==> src/rtl/tt_pkg.sv <==
// Shared types and helpers for the truth-table checker and its minterm sequencer.
package tt_pkg;

  typedef enum logic [1:0] {
    ST_IDLE   = 2'd0,
    ST_DRIVE  = 2'd1,
    ST_SAMPLE = 2'd2,
    ST_DONE   = 2'd3
  } state_t;

  localparam int MAX_N = 4;

  function automatic int minterms(input int n);
    return 1 << n;
  endfunction

endpackage

==> src/rtl/minterm_sequencer.sv <==
// Walks the minterm index and times how long each minterm is held before it is sampled.
module minterm_sequencer
  import tt_pkg::*;
#(
  parameter int N      = 2,
  parameter int SETTLE = 1
) (
  input  logic         i_clk,
  input  logic         i_rst_n,
  input  logic         i_clear,
  input  logic         i_drive,
  input  logic         i_advance,
  output logic [N-1:0] o_stim,
  output logic         o_sample_go,
  output logic         o_last
);

  localparam logic [3:0] SETTLE_LAST = 4'(SETTLE - 1);

  logic [N-1:0] r_stim;
  logic [3:0]   r_settle;

  always_ff @(posedge i_clk or negedge i_rst_n) begin
    if (!i_rst_n) begin
      r_stim   <= '0;
      r_settle <= '0;
    end else if (i_clear) begin
      r_stim   <= '0;
      r_settle <= '0;
    end else if (i_advance) begin
      r_stim   <= r_stim + 1'b1;
      r_settle <= '0;
    end else if (i_drive) begin
      r_settle <= r_settle + 4'd1;
    end
  end

  assign o_stim      = r_stim;
  assign o_sample_go = i_drive && (r_settle == SETTLE_LAST);
  assign o_last      = (r_stim == {N{1'b1}});

endmodule

==> config.mk <==
export PLATFORM = sky130hd
export DESIGN_NAME = minterm_sequencer
export DESIGN_NICKNAME = d
export VERILOG_FILES = /design/src/rtl/tt_pkg.sv /design/src/rtl/minterm_sequencer.sv
export SDC_FILE = /design/constraint.sdc
export NUM_CORES = 1
export LEC_CHECK = 0
export BUFFER_PORTS_ARGS = -buffer_cell sky130_fd_sc_hd__buf_4
export CAP_MARGIN = 20
export CORE_AREA = 2 2 39 41
export CTS_BUF_LIST = sky130_fd_sc_hd__clkbuf_4 sky130_fd_sc_hd__clkbuf_8
export DETAILED_ROUTE_END_ITERATION = 8
export DIE_AREA = 0 0 41 43
export GPL_ROUTABILITY_DRIVEN = 0
export MAX_ROUTING_LAYER = met4
export SYNTH_ARGS = -nofsm -noshare
export SYNTH_HDL_FRONTEND = slang
export SYNTH_SLANG_ARGS = --single-unit
==> constraint.sdc <==
create_clock -name i_clk -period 2.6 [get_ports i_clk]
set_clock_uncertainty 0.1 [all_clocks]
set_input_delay 0.39 -clock i_clk [delete_from_list [all_inputs] [get_ports i_clk]]
set_output_delay 0.39 -clock i_clk [all_outputs]
set_load 0.02 [all_outputs]
==> results.json <==
{
  "status": "finished, final reports clean",
  "ys.warnings.count": 0,
  "hold-worst-slack_ns": 0.240,
  "nNetsFinal": 50,
  "wire_per_inst_um": 10.2,
  "fillers": 146,
  "row_count": 14,
  "clk_latency_ns": 0.23,
  "synth_nets": 36,
  "crit_start": "r_settle[0]$_DFFE_PN0P_",
  "min-delay-start": "i_clear",
  "ys_types": 15,
  "pwr_density_cell_mw_per_mm2": 515,
  "via_count": 240,
  "power_leakage_nw": 0.210,
  "drtIter0Drc": 0,
  "core_sq_mm": 0.00138,
  "layout-drive-gt1-share": 0.350,
  "cts.sinks": 6,
  "rsz0062_at_grt": "false",
  "irDropWorstVdd_v": 0.000172,
  "critPathCaptureType": "output port",
  "path_cells": "inv_1 -> ha_1 -> and4bb_2 -> buf_4",
  "layout_commonest_cell": "buf_4",
  "cts_root_buffer": "clkbuf_4",
  "final_area_sq_um": 432,
  "cpMaxStageDelayCell": "dfrtp_1",
  "met2_usage": 0.125,
  "cts_buffers": 3,
  "design.die.area_sq_mm": 0.00176,
  "max_freq_mhz": 576,
  "rr_startpoint": "r_settle[0]$_DFFE_PN0P_",
  "fin_crit_ns": 1.74,
  "grt_usage": 0.0902,
  "synth_top_area_cell": "dfrtp_1",
  "viasPerCell": 4.29,
  "path_buf_inv": 2,
  "tritoncts": "done",
  "cts.repair.resized": 0,
  "clk_transition_reported_paths_ns": 0.05,
  "worst_slack_ns": 0.864,
  "port_buffers": 8,
  "crit_path_max_incr_delay_ns": 0.39,
  "syn2layout_area_growth_pct": 35.3,
  "arrival_ns": 1.25,
  "yosysSeqAreaShare": 0.471,
  "critPathTopFamily": "flip-flops",
  "critPathLaunchType": "flip-flop",
  "min_path_type": "input pin to flip-flop",
  "critPathKind": "flip-flop to output port",
  "synth_top_area_share": 0.471,
  "io_pins": 9,
  "crit_fanout": 4,
  "fin_setup_tns_ns": 0,
  "slew_headroom": 0.921,
  "setup_viol": 0,
  "grt_pass1_vias": 235,
  "grt.busiest_layer": "met2",
  "syn-cell-area_sq_um": 319,
  "die_y_um": 43,
  "final_cell_mix": "buf_4, dfrtp_1, nor2_1, ha_1, clkbuf_4",
  "yosys-top-cells-area": "dfrtp_1, ha_1, mux2i_1",
  "remaining_drc_errors": 0,
  "required_ns": 2.11,
  "placedInstanceArea_sq_um": 399,
  "maxSlewViolCount": 0,
  "grt_start_max_net_pins": 7,
  "syn_inst": 28,
  "tightestPinTransition_ns": 0.115,
  "initial_core_util": 0.231,
  "ant_nets": 0,
  "pre_cts_slack_ns": 1.11,
  "antenna_found_initial": 0,
  "wirelength_um": 570,
  "overflow": 0,
  "postCtsSetupBuffers": 0,
  "n_antenna_cell": 0,
  "chipWidth_um": 41,
  "synth_area_per_cell_sq_um": 11.4,
  "cts_max_path_buffers": 2,
  "use_met3": 0.0471,
  "htreeDepth": 1,
  "ys_ff_latch": 6,
  "hold_violations": 0,
  "place_hpwl_um": 453,
  "drv_cap": 0,
  "min_period_over_period": 0.668,
  "grt_use_met1": 0.0855,
  "grt_first_pass_wirelength_um": 931,
  "first_pass_iters": 1
}
[Yosys cell counts]
cell type  n
ha_1       3
nand4_1    1
or2_2      1
a21bo_2    1
a21oi_1    1
xnor2_1    2
inv_1      2
mux2_1     1
nor3b_1    1
nand3b_1   1
dfrtp_1    6
nor2_1     4
and4bb_2   1
nor3_1     1
mux2i_1    2
[state kept, by name (all words and copies together) (netlist names)]
name and count:
o_stim 2, r_settle 4
[cell type report]
| class | instances | area [sq um] | share of cell area |
|---|---|---|---|
| Tap cell | 16 | 20.0 | 0.0464 |
| Inverter | 2 | 7.51 | 0.0174 |
| Sequential cell | 6 | 150 | 0.348 |
| Timing Repair Buffer | 9 | 70.1 | 0.162 |
| Multi-Input combinational cell | 20 | 161 | 0.374 |
| Clock buffer | 3 | 22.5 | 0.0522 |
[worst paths after layout]
| path | end | slack (ns) | cells after the start |
|---|---|---|---|
| hold / removal | o_stim[0]$_DFFE_PN0P_ | 0.24 | 2 |
| setup / recovery | o_sample_go | 0.86 | 4 |
| min in group asynchronous | o_stim[1]$_DFFE_PN0P_ | 0.41 | 2 |
| max in group asynchronous | r_settle[2]$_DFFE_PN0P_ | 1.87 | 2 |
| hold reg to reg | o_stim[1]$_DFFE_PN0P_ | 0.46 | 2 |
| setup reg to reg | r_settle[1]$_DFFE_PN0P_ | 1.47 | 4 |
[metrics by stage]
stage / power (mW) / util / cells
final: 0.222 / 0.312 / 56
after global routing: 0.239 / 0.312 / 56
after CTS: 0.228 / 0.312 / 56
after detailed placement: 0.140 / 0.288 / 52
after global placement: 0.139 / 0.288 / 52
after floorplan: 0.121 / - / 28
[per-layer routing]
metal | part of all wire | wire, um
met1 | 0.44 | 250
met2 | 0.51 | 289
met3 | 0.040 | 23
met4 | 0.011 | 6
met5 | 0 | 0
[kinds of logic (layout without fill, tap and decap cells)]
family,Yosys count,count (layout),share of synthesized area
and+or+nand+nor,10,10,0.188
DFF,6,6,0.471
adders and majority gates,3,3,0.118
muxes,3,3,0.0980
AOI/OAI and AO/OA,2,2,0.0470
xor gates and xnor gates,2,2,0.0549
buffers and inverters,2,14,0.0235
[worst register-to-register path: stages, from the launching register on]
cell	delay (ns)
dfrtp_1	0.39
inv_1	0.06
ha_1	0.28
mux2i_1	0.13
nor2_1	0.06
[repair_timing]
item | CTS | global route
endpoints found under the hold margin | 6 | 0
endpoints found under the setup margin | 0 | 0
hold buffers | 1 | 0
[report_power, final]
group / internal, mW / switching, mW / leakage [nW]
clock network: 0.0521 / 0.0312 / 0.0138
registers: 0.0977 / 0.00375 / 0.0818
logic: 0.0188 / 0.0187 / 0.115
total: 0.169 / 0.0536 / 0.210
Note: power is estimated with default switching activity, not from simulation.
